===== config.mk =====
export PLATFORM = sky130hd
export DESIGN_NAME = x2_lane_sequencer_flat
export DESIGN_NICKNAME = d
export VERILOG_FILES = /design/src/rtl/x2_lane_sequencer_if.sv /design/src/rtl/x2_lane_sequencer.sv /design/src/flat_wrapper.sv
export SDC_FILE = /design/constraint.sdc
export NUM_CORES = 2
export LEC_CHECK = 0
export BUFFER_PORTS_ARGS = -buffer_cell sky130_fd_sc_hd__buf_2
export CORE_MARGIN = 2
export CORE_UTILIZATION = 35
export CTS_BUF_LIST = sky130_fd_sc_hd__clkbuf_2 sky130_fd_sc_hd__clkbuf_4 sky130_fd_sc_hd__clkbuf_8
export DETAILED_ROUTE_END_ITERATION = 8
export PLACE_DENSITY = 0.49
export SLEW_MARGIN = 5
export SYNTH_ARGS = -nofsm -noshare
export SYNTH_HDL_FRONTEND = slang
export SYNTH_SLANG_ARGS = --single-unit

===== constraint.sdc =====
create_clock -name clk -period 5.1 [get_ports clk]
set_input_delay 0.51 -clock clk [delete_from_list [all_inputs] [get_ports clk]]
set_output_delay 0.51 -clock clk [all_outputs]
set_load 0.05 [all_outputs]

===== src/rtl/x2_lane_sequencer_if.sv =====
// Producer/consumer handshake bundle for the lane sequencer.
// The sequencer connects through the slave modport; the driving side uses master.
interface x2_lane_sequencer_if #(
   parameter int WIDTH = 100
);
   logic             in_valid;
   logic             in_ready;
   logic [WIDTH-1:0] in_data;
   logic             out_valid;
   logic             out_ready;
   logic [WIDTH-1:0] out_data;

   modport master (
      output in_valid, in_data, out_ready,
      input  in_ready, out_valid, out_data
   );

   modport slave (
      input  in_valid, in_data, out_ready,
      output in_ready, out_valid, out_data
   );
endinterface


===== src/rtl/x2_lane_sequencer.sv =====
// Time-multiplexed scale-by-constant window: shifts in one word, then sweeps
// every lane through a single shared multiplier before presenting the last lane.
//
// state   | meaning
// --------+----------------------------------------------------------
// S_IDLE  | waiting for a word; in_ready high
// S_SWEEP | scaling window[lane_idx] by FACTOR, one lane per cycle
// S_EMIT  | out_valid high, window[LANES-1] held until out_ready
module x2_lane_sequencer #(
   parameter int WIDTH  = 100,
   parameter int LANES  = 10,
   parameter int FACTOR = 2,
   localparam int IW    = (LANES > 1) ? $clog2(LANES) : 1
) (
   input  logic                   clk,
   input  logic                   rst,
   input  logic                   clear,
   x2_lane_sequencer_if.slave     bus,
   output logic                   busy,
   output logic [IW-1:0]          lane_idx
);

   typedef enum logic [1:0] {
      S_IDLE  = 2'd0,
      S_SWEEP = 2'd1,
      S_EMIT  = 2'd2
   } state_t;

   localparam logic [WIDTH-1:0] FACTOR_W  = WIDTH'(FACTOR);
   localparam logic [IW-1:0]    LAST_LANE = IW'(LANES - 1);

   state_t           state_q, state_d;
   logic [IW-1:0]    lane_q, lane_d;
   logic [WIDTH-1:0] win_q [LANES];
   logic [WIDTH-1:0] prod;
   logic             accept;
   logic             sweep_we;
   logic             in_ready_c;
   logic             out_valid_c;

   // The one shared multiplier; the product is truncated to WIDTH bits.
   assign prod = win_q[lane_q] * FACTOR_W;

   always_comb begin
      state_d     = state_q;
      lane_d      = lane_q;
      in_ready_c  = 1'b0;
      out_valid_c = 1'b0;
      sweep_we    = 1'b0;
      case (state_q)
         S_IDLE: in_ready_c = 1'b1;
         S_SWEEP: begin
            sweep_we = 1'b1;
            if (lane_q == LAST_LANE) begin
               state_d = S_EMIT;
               lane_d  = '0;
            end else begin
               lane_d = lane_q + IW'(1);
            end
         end
         S_EMIT: begin
            out_valid_c = 1'b1;
            in_ready_c  = bus.out_ready;
            if (bus.out_ready) state_d = S_IDLE;
         end
         default: state_d = S_IDLE;
      endcase
      in_ready_c = in_ready_c && rst && !clear;
      accept     = bus.in_valid && in_ready_c;
      if (accept) begin
         state_d = S_SWEEP;
         lane_d  = '0;
      end
      // A flush wins over every handshake and drops a pending result.
      if (clear) begin
         state_d     = S_IDLE;
         lane_d      = '0;
         out_valid_c = 1'b0;
         sweep_we    = 1'b0;
      end
   end

   always_ff @(posedge clk or negedge rst) begin
      if (!rst) begin
         state_q <= S_IDLE;
         lane_q  <= '0;
      end else begin
         state_q <= state_d;
         lane_q  <= lane_d;
      end
   end

   always_ff @(posedge clk or negedge rst) begin
      if (!rst) begin
         for (int i = 0; i < LANES; i++) win_q[i] <= '0;
      end else if (clear) begin
         for (int i = 0; i < LANES; i++) win_q[i] <= '0;
      end else if (accept) begin
         win_q[0] <= bus.in_data;
         for (int i = 1; i < LANES; i++) win_q[i] <= win_q[i-1];
      end else if (sweep_we) begin
         win_q[lane_q] <= prod;
      end
   end

   assign bus.in_ready  = in_ready_c;
   assign bus.out_valid = out_valid_c;
   assign bus.out_data  = win_q[LANES-1];
   assign busy          = (state_q != S_IDLE);
   assign lane_idx      = lane_q;

endmodule


===== src/flat_wrapper.sv =====
// flat-port wrapper written by rule: the top's interface ports become plain ports
module x2_lane_sequencer_flat 
#(
   parameter int WIDTH  = 100,
   parameter int LANES  = 10,
   parameter int FACTOR = 2,
   localparam int IW    = (LANES > 1) ? $clog2(LANES) : 1
)
  (clk, rst, clear, busy, lane_idx, bus_in_valid, bus_in_data, bus_out_ready, bus_in_ready, bus_out_valid, bus_out_data);
  x2_lane_sequencer_if #(.WIDTH(WIDTH)) bus_i ();
  input  logic clk;
  input  logic rst;
  input  logic clear;
  output logic busy;
  output logic [IW-1:0] lane_idx;
  input wire logic [$bits(bus_i.in_valid)-1:0] bus_in_valid;
  input wire logic [$bits(bus_i.in_data)-1:0] bus_in_data;
  input wire logic [$bits(bus_i.out_ready)-1:0] bus_out_ready;
  output wire logic [$bits(bus_i.in_ready)-1:0] bus_in_ready;
  output wire logic [$bits(bus_i.out_valid)-1:0] bus_out_valid;
  output wire logic [$bits(bus_i.out_data)-1:0] bus_out_data;
  assign bus_i.in_valid = bus_in_valid;
  assign bus_i.in_data = bus_in_data;
  assign bus_i.out_ready = bus_out_ready;
  assign bus_in_ready = bus_i.in_ready;
  assign bus_out_valid = bus_i.out_valid;
  assign bus_out_data = bus_i.out_data;
  x2_lane_sequencer #(.WIDTH(WIDTH), .LANES(LANES), .FACTOR(FACTOR)) u_core (.clk(clk), .rst(rst), .clear(clear), .bus(bus_i), .busy(busy), .lane_idx(lane_idx));
endmodule

==> reports/summary.txt <==
die height: 392 microns
Cell Rows: 142
Clock Skew: 30.2 ps
post-cts sizing count: 0
IO buf count: 211
reg2reg end: u_core.win_q[211]
pin slew with the least headroom to its limit: 1270 ps
CTS tree: done
dominant synthesized flop cell: dfrtp_1
min-delay worst type: input pin to async pin
CTS sink cnt: 1006
GRT overflow: 0
RR Startpoint: u_core.lane_idx[0]
final hold vios: 0
Slowest cell on crit path: dfrtp_4
postcts setup bufs: 0
sequential fraction of the synthesis area: 47.8%
max cap viols: 0
GRT Overall Usage: 25.0%
Crit path arrival time: 4440 ps
period utilization: 72.6%
Synthesized Nets: 5331
Layout fillers: 14900
final cell count without fillers: 7416
Yosys cell types: 50
critical path startpoint: u_core.lane_idx[0]
most common cell after layout, fill and taps aside: dfrtp_1
clock root buffer master: clkbuf_8
most frequent cells in the layout: dfrtp_1, nand2_1, inv_1
area leader, netlist: dfrtp_1
worst skew pair latency: 910 ps
asr flop ratio synth: 100%
Seq cells post-synth: 1006
Peak Freq: 270 MHz
final setup violation count: 0
share of cells above drive strength 1: 16.3%
drt wl/cell: 26.1 microns
largest net degree at the start of global routing: 157
worst hold slack: 82.6 ps
H-tree levels: 4
Layout area overhead: 13.7%
Lkg Pwr: 22.7 nW
Final Wtd Congestion: 0.776
Post-synth EDFFs: 0
worst-path cell chain: buf_4 > mux4_2 > a221oi_2 > o221ai_1
R2R setup slack: 1400 ps
minimum clock period: 3700 ps
crit end category: register
Largest stage delay, worst path: 1100 ps
Max VDD drop: 0.199 mV
# placed instances: 6990
status: completed
first-pass GRT wire length: 292000 microns
startpoint types: register
antenna violations before repair: 9
die area: 0.154 sq mm
ANT nets after route: 0
slew margin rel.: 14.7%
Core Region: 0.150 sq mm
clk buf depth: 3
Die Wd: 392 microns
final net count: 5366
DP HPWL: 102000 microns
warnings from Yosys: 0
Worst Setup EP: u_core.win_q[211]
TNS Setup: 0 ps
1st-pass router iterations: 5
unrepaired setup endpoints after global routing: false
drt via density: 5.84
starting density of the core: 35.2%
Pwr Density: 307 mW/mm^2
Avg Cell Area, Syn: 10.1 sq um
DR DRC count: 0
vias in the first global route: 43700
Initial DRC Count: 3948
critical path peak fanout: 50
WP data required: 5830 ps
Final Slew Violations: 0
number of I/O pins: 212
top cell type's share of synthesized area: 47.8%
final WL: 193000 microns
Post-Syn Area: 0.0527 sq mm
cells on worst reg2reg path: 4
crit path kind: register to register
Synth Instances: 5226
Util after Layout: 40.1%
CTS Buf Count: 183
top cells by area, synth: dfrtp_1, o221ai_1, nand2_1
via count: 43300
CTS clk-pin slew, worst paths: 60 ps
==> synthesized netlist by cell type (all sizes together), types with 4 or more instances <==
master,count
inv,786
nand2b,4
a22o,16
nand2,992
nor3,100
a221oi,196
a32oi,98
o221ai,784
or2,4
dfrtp,1006
o22ai,98
o21ai,208
a31oi,7
clkbuf,345
and3,5
o2bb2ai,7
nor2b,5
nor2,9
mux2i,199
buf,225
a21oi,7
mux4,100
==> worst min path at each step <==
stage          slack (ps)                      to  start
4_1_cts                30       u_core.win_q[799]    rst
3_3_place_gp          410       u_core.win_q[798]    rst
5_1_grt                70       u_core.win_q[799]    rst
3_5_place_dp          420       u_core.win_q[700]    rst
6_report               80       u_core.win_q[799]    rst
2_1_floorplan         210  u_core.bus.out_data[0]    rst
==> metrics by stage <==
stage,worst slack [ps],power (mW),area [sq um]
after floorplan,2590,9.52,52700
after detailed placement,1420,10.3,55100
final,1400,18.4,59900
after global placement,1410,10.3,55100
after CTS,1400,18.6,59900
after global routing,1210,19.1,59900
==> final cells by class <==
type,instances,area (sq um),area share (%)
tap,2016,2520,4.21
multi-input combinational,2864,22000,36.7
clock buffer,304,3670,6.13
clock inverter,14,120,0.200
sequential,1006,25200,42.0
inverter,786,2950,4.92
timing repair buffer,420,3450,5.76
antenna,6,15.0,0.0251
==> worst max-delay path: cells and delay by family, from the launching register on <==
kind	cells	cell delay (ps)
AO/OA/AOI/OAI	2	1060
multiplexers	1	610
flip-flops	1	1100
buffers and inverters	1	710
==> metal layers <==
layer | GRT usage, % | share of wire (%) | vias up
li1 | - | - | 19100
met1 | 36.3 | 46 | 22400
met2 | 37.6 | 44 | 1568
met3 | 5.32 | 7.2 | 292
met4 | 6.78 | 2.3 | 0
met5 | 0 | 0 | -
==> flip-flops by register name, summed over array words and instances (netlist names) <==
signal and flops:
u_core.bus.out_data 100, u_core.lane_idx 4, u_core.state_q 2, u_core.win_q 900
==> power by group <==
part	switching, mW	total, mW	internal (mW)
Combinational	1.42	1.94	0.523
Sequential	0.170	8.32	8.15
Clock	3.58	8.13	4.54
==> kinds of logic (layout without fill, tap and decap cells) <==
family | count (synthesis) | after routing | share of synthesized area, %
AND/OR/NAND/NOR | 1134 | 1134 | 8.51
other | 0 | 6 | 0
AO/OA/AOI/OAI | 1428 | 1428 | 24.8
multiplexers | 300 | 300 | 8.07
buffers and inverters | 1356 | 1524 | 10.9
XOR/XNOR | 2 | 2 | 0.0332
flip-flops | 1006 | 1006 | 47.8
==> what timing repair did <==
item / 4_1_cts / 5_1_grt
endpoints found under the hold margin: 397 / 0
setup endpoints to repair: 0 / 0
hold buffers: 102 / 0
No activity file was read; power rests on OpenSTA's default activity.
